--- config.mk ---
export PLATFORM = sky130hd
export DESIGN_NAME = pic_cpu_interface
export DESIGN_NICKNAME = d
export VERILOG_FILES = /design/src/rtl/pic_cpu_interface.sv
export SDC_FILE = /design/constraint.sdc
export NUM_CORES = 1
export LEC_CHECK = 0
export BUFFER_PORTS_ARGS = -buffer_cell sky130_fd_sc_hd__buf_2
export CAP_MARGIN = 20
export CORE_MARGIN = 8
export CORE_UTILIZATION = 46
export DETAILED_ROUTE_END_ITERATION = 16
export GPL_TIMING_DRIVEN = 0
export HOLD_SLACK_MARGIN = 0.08
export PLACE_DENSITY = 0.76
export SLEW_MARGIN = 20
export SYNTH_ARGS = -nofsm -noshare
export SYNTH_HDL_FRONTEND = slang
export SYNTH_SLANG_ARGS = --single-unit
--- constraint.sdc ---
create_clock -name clock -period 1.5 [get_ports clock]
set_input_delay 0.225 -clock clock [delete_from_list [all_inputs] [get_ports clock]]
set_output_delay 0.225 -clock clock [all_outputs]
set_load 0.05 [all_outputs]
--- src/rtl/pic_cpu_interface.sv ---
// Purpose: 8259 PIC bus master that runs the ICW1/ICW2/ICW4/OCW1 init sequence, issues non-specific EOI writes and fetches the vector over two INTA pulses.
// Latency: init takes 4*(WR_CYCLES+2) clks; an EOI write takes WR_CYCLES+2 clks; a vector appears 3+2*INTA_LOW_CYCLES+INTA_GAP_CYCLES clks after INT rises.
// Backpressure: vec_valid/vec_data hold until vec_ready; no new INTA sequence starts while a vector is held. Option macro: PIC_CPU_INTERFACE_AUTO_EOI_EN.
module pic_cpu_interface #(
  parameter int WR_CYCLES       = 2,
  parameter int INTA_LOW_CYCLES = 2,
  parameter int INTA_GAP_CYCLES = 2
) (
  input  logic       clock,
  input  logic       reset_n,
  input  logic       init_start,
  input  logic [7:0] icw1,
  input  logic [7:0] icw2,
  input  logic [7:0] icw4,
  input  logic [7:0] ocw1,
  output logic       init_busy,
  output logic       init_done,
  input  logic       INT,
  output logic       vec_valid,
  output logic [7:0] vec_data,
  input  logic       vec_ready,
  input  logic       eoi_req,
  output logic       chip_select,
  output logic       write_enable,
  output logic       INTA,
  output logic       A0,
  output logic [7:0] data_out,
  output logic       data_oe,
  input  logic [7:0] data_in
);

  // One counter times every multi-cycle phase; size it for the longest one.
  localparam int MAX_CYC_A = (WR_CYCLES > INTA_LOW_CYCLES) ? WR_CYCLES : INTA_LOW_CYCLES;
  localparam int MAX_CYC   = (MAX_CYC_A > INTA_GAP_CYCLES) ? MAX_CYC_A : INTA_GAP_CYCLES;
  localparam int CNT_W     = (MAX_CYC < 2) ? 1 : $clog2(MAX_CYC);

  localparam logic [CNT_W-1:0] WR_LAST  = CNT_W'(WR_CYCLES - 1);
  localparam logic [CNT_W-1:0] LOW_LAST = CNT_W'(INTA_LOW_CYCLES - 1);
  localparam logic [CNT_W-1:0] GAP_LAST = CNT_W'(INTA_GAP_CYCLES - 1);

  // Non-specific EOI command byte (OCW2 with EOI bit set).
  localparam logic [7:0] EOI_BYTE = 8'h20;

  typedef enum logic [2:0] {
    IDLE,
    WR_SETUP,
    WR_STROBE,
    WR_HOLD,
    INTA1,
    GAP,
    INTA2,
    VEC_WAIT
  } state_t;

  state_t state;
  state_t state_nxt;

  logic [CNT_W-1:0] cnt;

  // INT synchronizer
  logic int_meta;
  logic int_s;

  // Latched init bytes and the position within the current write burst
  logic [7:0] icw1_q;
  logic [7:0] icw2_q;
  logic [7:0] icw4_q;
  logic [7:0] ocw1_q;
  logic       wr_init;
  logic [1:0] wr_idx;

  // Selected byte/A0 for the write in flight
  logic [7:0] wr_byte;
  logic       wr_a0;

  // EOI bookkeeping and IDLE arbitration results
  logic eoi_pend;
  logic eoi_set;
  logic eoi_any;
  logic take_init;
  logic take_eoi;
  logic take_inta;
  logic last_init_hold;

`ifdef PIC_CPU_INTERFACE_AUTO_EOI_EN
  // The block queues its own EOI on every delivered vector; eoi_req has no effect.
  logic unused_eoi_req;
  assign unused_eoi_req = eoi_req;
  assign eoi_set        = (state == VEC_WAIT) && vec_ready;
  assign eoi_any        = eoi_pend;
`else
  // A request seen in IDLE is served straight away; elsewhere it is remembered.
  assign eoi_set = eoi_req;
  assign eoi_any = eoi_pend || eoi_req;
`endif

  // IDLE priority: init first, then a pending EOI, then the interrupt.
  assign take_init      = (state == IDLE) && init_start;
  assign take_eoi       = (state == IDLE) && !init_start && eoi_any;
  assign take_inta      = (state == IDLE) && !init_start && !eoi_any && int_s && !init_busy;
  assign last_init_hold = (state == WR_HOLD) && wr_init && (wr_idx == 2'd3);

  // Two-flop synchronizer for the asynchronous INT line
  always_ff @(posedge clock) begin
    if (!reset_n) begin
      int_meta <= 1'b0;
      int_s    <= 1'b0;
    end else begin
      int_meta <= INT;
      int_s    <= int_meta;
    end
  end

  // State register
  always_ff @(posedge clock) begin
    if (!reset_n) begin
      state <= IDLE;
    end else begin
      state <= state_nxt;
    end
  end

  // Next-state logic
  always_comb begin
    state_nxt = state;
    case (state)
      IDLE: begin
        if (take_init || take_eoi) begin
          state_nxt = WR_SETUP;
        end else if (take_inta) begin
          state_nxt = INTA1;
        end
      end
      WR_SETUP: state_nxt = WR_STROBE;
      WR_STROBE: begin
        if (cnt == WR_LAST) begin
          state_nxt = WR_HOLD;
        end
      end
      WR_HOLD: begin
        if (wr_init && (wr_idx != 2'd3)) begin
          state_nxt = WR_SETUP;
        end else begin
          state_nxt = IDLE;
        end
      end
      INTA1: begin
        if (cnt == LOW_LAST) begin
          state_nxt = GAP;
        end
      end
      GAP: begin
        if (cnt == GAP_LAST) begin
          state_nxt = INTA2;
        end
      end
      INTA2: begin
        if (cnt == LOW_LAST) begin
          state_nxt = VEC_WAIT;
        end
      end
      VEC_WAIT: begin
        if (vec_ready) begin
          state_nxt = IDLE;
        end
      end
      default: state_nxt = IDLE;
    endcase
  end

  // Phase timer restarts on every state change
  always_ff @(posedge clock) begin
    if (!reset_n) begin
      cnt <= '0;
    end else if (state_nxt != state) begin
      cnt <= '0;
    end else begin
      cnt <= cnt + CNT_W'(1);
    end
  end

  // Init bytes are captured on the accepted init_start so later input changes are harmless
  always_ff @(posedge clock) begin
    if (!reset_n) begin
      icw1_q <= 8'h00;
      icw2_q <= 8'h00;
      icw4_q <= 8'h00;
      ocw1_q <= 8'h00;
    end else if (take_init) begin
      icw1_q <= icw1;
      icw2_q <= icw2;
      icw4_q <= icw4;
      ocw1_q <= ocw1;
    end
  end

  // Burst bookkeeping: which kind of write is running and which byte of it
  always_ff @(posedge clock) begin
    if (!reset_n) begin
      wr_init <= 1'b0;
      wr_idx  <= 2'd0;
    end else if (take_init) begin
      wr_init <= 1'b1;
      wr_idx  <= 2'd0;
    end else if (take_eoi) begin
      wr_init <= 1'b0;
      wr_idx  <= 2'd0;
    end else if ((state == WR_HOLD) && wr_init && (wr_idx != 2'd3)) begin
      wr_idx <= wr_idx + 2'd1;
    end
  end

  // init_busy covers the cycle after acceptance through the init_done cycle
  always_ff @(posedge clock) begin
    if (!reset_n) begin
      init_busy <= 1'b0;
    end else if (take_init) begin
      init_busy <= 1'b1;
    end else if (last_init_hold) begin
      init_busy <= 1'b0;
    end
  end

  // Pending EOI: repeated requests before service collapse into one flag
  always_ff @(posedge clock) begin
    if (!reset_n) begin
      eoi_pend <= 1'b0;
    end else if (take_eoi) begin
      eoi_pend <= 1'b0;
    end else if (eoi_set) begin
      eoi_pend <= 1'b1;
    end
  end

  // Vector is sampled on the final low cycle of the second INTA pulse and held
  always_ff @(posedge clock) begin
    if (!reset_n) begin
      vec_data <= 8'h00;
    end else if ((state == INTA2) && (cnt == LOW_LAST)) begin
      vec_data <= data_in;
    end
  end

  // Byte and A0 for the write in flight
  always_comb begin
    wr_byte = EOI_BYTE;
    wr_a0   = 1'b0;
    if (wr_init) begin
      case (wr_idx)
        2'd0: begin
          wr_byte = icw1_q;
          wr_a0   = 1'b0;
        end
        2'd1: begin
          wr_byte = icw2_q;
          wr_a0   = 1'b1;
        end
        2'd2: begin
          wr_byte = icw4_q;
          wr_a0   = 1'b1;
        end
        default: begin
          wr_byte = ocw1_q;
          wr_a0   = 1'b1;
        end
      endcase
    end
  end

  // Moore output decode; nothing here looks at vec_ready or other inputs
  always_comb begin
    chip_select  = 1'b1;
    write_enable = 1'b1;
    INTA         = 1'b1;
    A0           = 1'b0;
    data_out     = 8'h00;
    data_oe      = 1'b0;
    vec_valid    = 1'b0;
    init_done    = 1'b0;
    case (state)
      WR_SETUP, WR_STROBE, WR_HOLD: begin
        chip_select  = 1'b0;
        A0           = wr_a0;
        data_out     = wr_byte;
        data_oe      = 1'b1;
        write_enable = (state != WR_STROBE);
        init_done    = last_init_hold;
      end
      INTA1, INTA2: INTA = 1'b0;
      VEC_WAIT:     vec_valid = 1'b1;
      default: ;
    endcase
  end

endmodule

* After elaboration in Yosys (flattened, before gate mapping)
Cells that the tools add are included.
** Operators by class
- Add/sub/neg operators :: 2
- Equal/unequal tests :: 13
- Muxes and demuxes :: 25
- Bitwise operators :: 1
- Reduce and logical (&&, ||, !) cells :: 25
** Operator list (count)
- $pmux 3 s8 :: 1
- $pmux 8 s3 :: 1
- $mux 3 :: 7
- $mux 8 :: 2
- $mux 1 :: 14
- $eq 3x3->1 const B :: 4
- $logic_and 1x1->1 :: 11
- $eq 3x2->1 const B :: 2
- $reduce_or 2->1 :: 3
- $reduce_or 3->1 :: 2
- $eq 2x2->1 const B :: 2
- $reduce_bool 2->1 :: 2
- $eq 3x1->1 const B :: 1
- $logic_not 1->1 :: 3
- $logic_not 3->1 :: 1
- $ne 3x2->1 const B :: 1
- $ne 3x3->1 :: 1
- $add 2x1->2 const B :: 1
- $eq 2x1->1 const B :: 1
- $logic_not 2->1 :: 1
- $logic_or 1x1->1 :: 2
- $ne 2x2->1 const B :: 1
- $add 1x1->1 const B :: 1
- $not 1->1 :: 1
** Word-level totals
- Bits in registers :: 51
- Input port bits :: 46
- Output and inout port bits :: 24
- Word-level logic and storage cells :: 79

* Logic depth before layout (Yosys ltp)
- Depth after elaboration :: 10
- Gate-level depth with buffers :: 7
- Depth with buffers taken out :: 6

* Worst setup path before layout
OpenSTA, ideal clock, no wires.
- Path type :: register to output
- From :: register state[0]
- To :: output data_out[5]
- Arrival time :: 2.684 ns
- Required time :: 1.275 ns
- Slack :: -1.409 ns
- Cell stages (with the launch flop) :: 6
- Buffers on the path :: 1
- Path through :: dfxtp_1 buf_2 nor2_1 nor2_1 inv_1 a21oi_1
** Between the ends
- Cells in the longest elaborated chain, start to end :: 3
- Elaborated cells between the ends (all ways) :: 5
- Those cells by class :: eq/ne (3); mux (1); reduce/logical (1)
** RTL lines
- from (decl) :: RTL line 55 : state_t state;
- from (signal assigned) :: RTL line 119 : state <= state_nxt;
- $eq 3x2->1 or $eq 3x1->1 (tied branches) :: RTL line 280 : case (state)
- $reduce_or 3->1 (*) :: RTL line 280
- $mux 8 (*) :: RTL line 280
- to (decl) :: RTL line 27 : output logic [7:0] data_out,
Mark *: on every way between the ends. The rest lies on a longest branch, timed or not.

* Worst setup path after layout
- From :: register wr_idx[1]
- To :: output data_out[6]
** Between the ends
- Cells in the longest elaborated chain, start to end :: 4
- Elaborated cells between the ends (all ways) :: 6
- Those cells by class :: eq/ne (2); mux (3); reduce/logical (1)
** RTL lines
- from (decl) :: RTL line 70 : logic [1:0] wr_idx;
- from (signal assigned) :: RTL line 209 : wr_idx <= wr_idx + 2'd1;
- $eq 2x2->1 (tied with other cells) :: RTL line 249 : case (wr_idx)
- $pmux 8 s3 (*) :: RTL line 249
- $mux 8 (*) :: RTL line 248 : if (wr_init) begin
- $mux 8 (*) :: RTL line 280
Marks and branches as above.

==> run_results.csv <==
group,metric,value,unit
run_status,status,"complete, but fails checks",
run_status,failed_checks,"setup timing",
setup_path,worstSetupStartpointType,"register",
timing,ratio_of_final_minimum_period_to_clock_period,1.46,
setup_path,cp_slowest_stage_delay,0.52,ns
timing,worstMarginPinSlew,0.528,ns
place,portBuffers,69,
power,p_total,4.29,mW
timing,fmaxAchievable,456,MHz
clock_tree,cts_tree,"built",
setup_path,path_buf_inv,2,
finish,layout-drive-gt1-share,0.386,
synthesis,synthDistinctLibCells,32,
global_route,grt_pass1_vias,2323,
global_route,first_pass_grt_wire_length,10.7,mm
synthesis,sequential_to_total_area_share_from_yosys_stat,0.445,
synthesis,synth_edf_count,0,
place,dp_hpwl,4.70,mm
clock_tree,cts.path.max_buffers,2,
place,place_inst,422,
routing,detail-route-antenna-nets,0,
timing,hold_ws,0.132,ns
timing,maxSlewHeadroom,0.648,
finish,final_design_area_no_fill,3360,µm²
synthesis,synth_common_cells,"88 x sky130_fd_sc_hd__nand2_1, 51 x sky130_fd_sc_hd__dfxtp_1, 42 x sky130_fd_sc_hd__a21boi_1, 21 x sky130_fd_sc_hd__nor2_1, 12 x sky130_fd_sc_hd__clkbuf_1",
die,dieWidth,86.6,µm
timing,slew_violations,0,
synthesis,netlist_instances,286,
die,io_pins,70,
routing,drt-pass1-iter-count,5,
setup_path,endpoint_type_of_the_worst_setup_path,"primary output",
finish,post_layout_nonfiller_instances,440,
global_route,gr-usage-all-layers,0.177,
setup_path,worst_path_cell_trace,"inv_4 > ha_4 > a222oi_1 > nor2_1 > a21oi_2 > nor2_4 > buf_6",
finish,antenna_cells,0,
routing,detail_route.drc_violations,0,
flow_run,max_cap_violations,0,
setup_path,criticalPathCategory,"register to primary output",
routing,detail_route.iter0.violations,241,
routing,routed_wirelength,7.23,mm
synthesis,synth_async_sr_flop_share,0,
clock_tree,clock_latency,0.31,ns
routing,drt-wirelength-per-cell,16.4,µm
power,cellPowerDensity,1280,nW/µm²
setup_path,crit_path_arrival_time,1.97,ns
synthesis,ff_latch_count_synth,51,
min_path,hp-class,"input pin to register",
synthesis,synthesis.nets,336,
power,irDropWorstVdd,0.685,mV
synthesis,yosys.area.top_type,"sky130_fd_sc_hd__dfxtp_1",
clock_tree,cts.sinks,51,
synthesis,syn-mean-instance-area,8.01,µm²
global_route,globalRouteOverflowTotal,0,
timing,setup_viol,13,
clock_tree,tritoncts.num_buffers,5,
synthesis,most_used_standard_cell_by_instance_count_after_synthesis,"sky130_fd_sc_hd__nand2_1",
routing,number_of_vias_per_cell,5.36,
setup_path,slowest_stage_cell_on_the_critical_path,"sky130_fd_sc_hd__a222oi_1",
synthesis,dominantRegCellSynth,"sky130_fd_sc_hd__dfxtp_1",
clock_tree,path_clk_slew,0.09,ns
die,fp.coreArea,4750,µm²
timing,grt_setup_unrepaired,"true",
clock_tree,post_cts_hold_buffer_count,0,
place,routabilityCongestion,0.785,
synthesis,netlist_area_pre_place,2290,µm²
die,start_util,0.482,
clock_tree,htree_num_levels,2,
clock_tree,clockRootBuffer,"sky130_fd_sc_hd__clkbuf_8",
routing,num_vias,2359,
synthesis,post-synth-top-area-fraction,0.445,
setup_path,worst_ep_required_time,1.27,ns
global_route,antenna_found_initial,0,
finish,finish.net_count,422,
timing,number_of_hold_violations_in_the_final_report,0,
power,static-leakage-power,1.36,nW
place,post_dp_cell_area,2830,µm²
die,die_h,86.6,µm
timing,period_needed,2.19,ns
die,rows,25,
setup_path,maximum_fanout_count_along_the_critical_path,8,
die,die_area,7500,µm²
global_route,grt_start_max_net_pins,17,
finish,areaGrowthSynthToFinish,46.7,%
timing,totalNegativeSetupSlack,-5.14,ns
setup_path,crit_family,"compound AO/OA/AOI/OAI gates",
synthesis,synthesis_warning_total,0,
timing,skew,0.0143,ns
timing,final_critical_path_setup_slack,-0.693,ns
synthesis,synth.area.top_cells,"sky130_fd_sc_hd__dfxtp_1 45%, sky130_fd_sc_hd__nand2_1 14%, sky130_fd_sc_hd__a21boi_1 14%",
## state kept, by name (all words and copies together), names as in the netlist
register / cells
init_busy: 1
state: 3
int_s: 1
cnt: 1
eoi_pend: 1
int_meta: 1
ocw1_q: 8
icw4_q: 8
vec_data: 8
icw2_q: 8
wr_idx: 2
wr_init: 1
icw1_q: 8
## final timing paths
path / startpoint / to / slack [ns] / cells after the start
min reg2reg: int_meta / int_s / 0.45 / 1
max: wr_idx[1] / data_out[6] / -0.69 / 7
max reg2reg: wr_idx[0] / state[0] / -0.12 / 5
min: INT / int_meta / 0.13 / 2
## area by class of cell
type	instances	area, µm²
inverter	5	27.5
clock buffer	5	68.8
sequential	51	1030
buffer	17	143
multi-input combinational	210	1380
tap	67	83.8
fill	377	1390
clock inverter	3	20.0
timing repair buffer	82	604
## metrics by stage
step | util | setup slack, ns
CTS | 0.667 | -0.568
global placement | 0.596 | -0.628
finish | 0.707 | -0.693
floorplan | - | -0.381
detailed placement | 0.596 | -0.643
global route | 0.707 | -0.762
## power breakdown
group	internal [mW]	switching, mW	total [mW]
registers	1.53	0.134	1.67
logic	0.795	1.03	1.82
clock network	0.326	0.471	0.797
total	2.65	1.63	4.29
## layer usage
metal / part of all wire / global-route usage / wire length (µm) / vias to the layer above
li1: - / - / - / 1133
met1: 0.41 / 0.189 / 2960 / 1127
met2: 0.51 / 0.325 / 3680 / 87
met3: 0.064 / 0.0501 / 461 / 12
met4: 0.017 / 0.0595 / 122 / 0
met5: 0 / 0 / 0 / -
## placed cells by master, fill, tap and decap left out, types with 2 or more instances in the layout
master,count
sky130_fd_sc_hd__a222oi_1,8
sky130_fd_sc_hd__a21oi_2,7
sky130_fd_sc_hd__buf_6,20
sky130_fd_sc_hd__inv_4,2
sky130_fd_sc_hd__clkbuf_2,2
sky130_fd_sc_hd__nand2_1,86
sky130_fd_sc_hd__buf_4,7
sky130_fd_sc_hd__dfxtp_4,3
sky130_fd_sc_hd__nor2b_1,2
sky130_fd_sc_hd__clkbuf_16,3
sky130_fd_sc_hd__a21oi_1,2
sky130_fd_sc_hd__nor2_4,10
sky130_fd_sc_hd__clkinvlp_4,3
sky130_fd_sc_hd__buf_8,4
sky130_fd_sc_hd__clkbuf_8,5
sky130_fd_sc_hd__dfxtp_2,2
sky130_fd_sc_hd__and2_1,3
sky130_fd_sc_hd__buf_2,57
sky130_fd_sc_hd__ha_4,3
sky130_fd_sc_hd__a21boi_1,41
sky130_fd_sc_hd__dfxtp_1,46
sky130_fd_sc_hd__and3_1,2
sky130_fd_sc_hd__nand2b_1,3
sky130_fd_sc_hd__nand2b_4,2
sky130_fd_sc_hd__nor2_1,11
sky130_fd_sc_hd__clkbuf_1,5
sky130_fd_sc_hd__a211o_1,2
sky130_fd_sc_hd__o21ai_0,4
## kinds of logic after synthesis
family	share of synthesized area
xor+xnor	0.00382
mux	0.00437
fa+ha+maj	0.0218
buf+inv	0.0486
flops	0.445
simple gates	0.245
compound gates	0.231
## what timing repair did
| item | in CTS | in global routing |
|---|---|---|
| setup endpoints to repair | 44 | 46 |
| setup buffers | 10 | 0 |
| gates cloned | 0 | 3 |
| pin swaps | 16 | 10 |
| gates resized for setup | 59 | 36 |
Power figures use the tool's default switching activity.
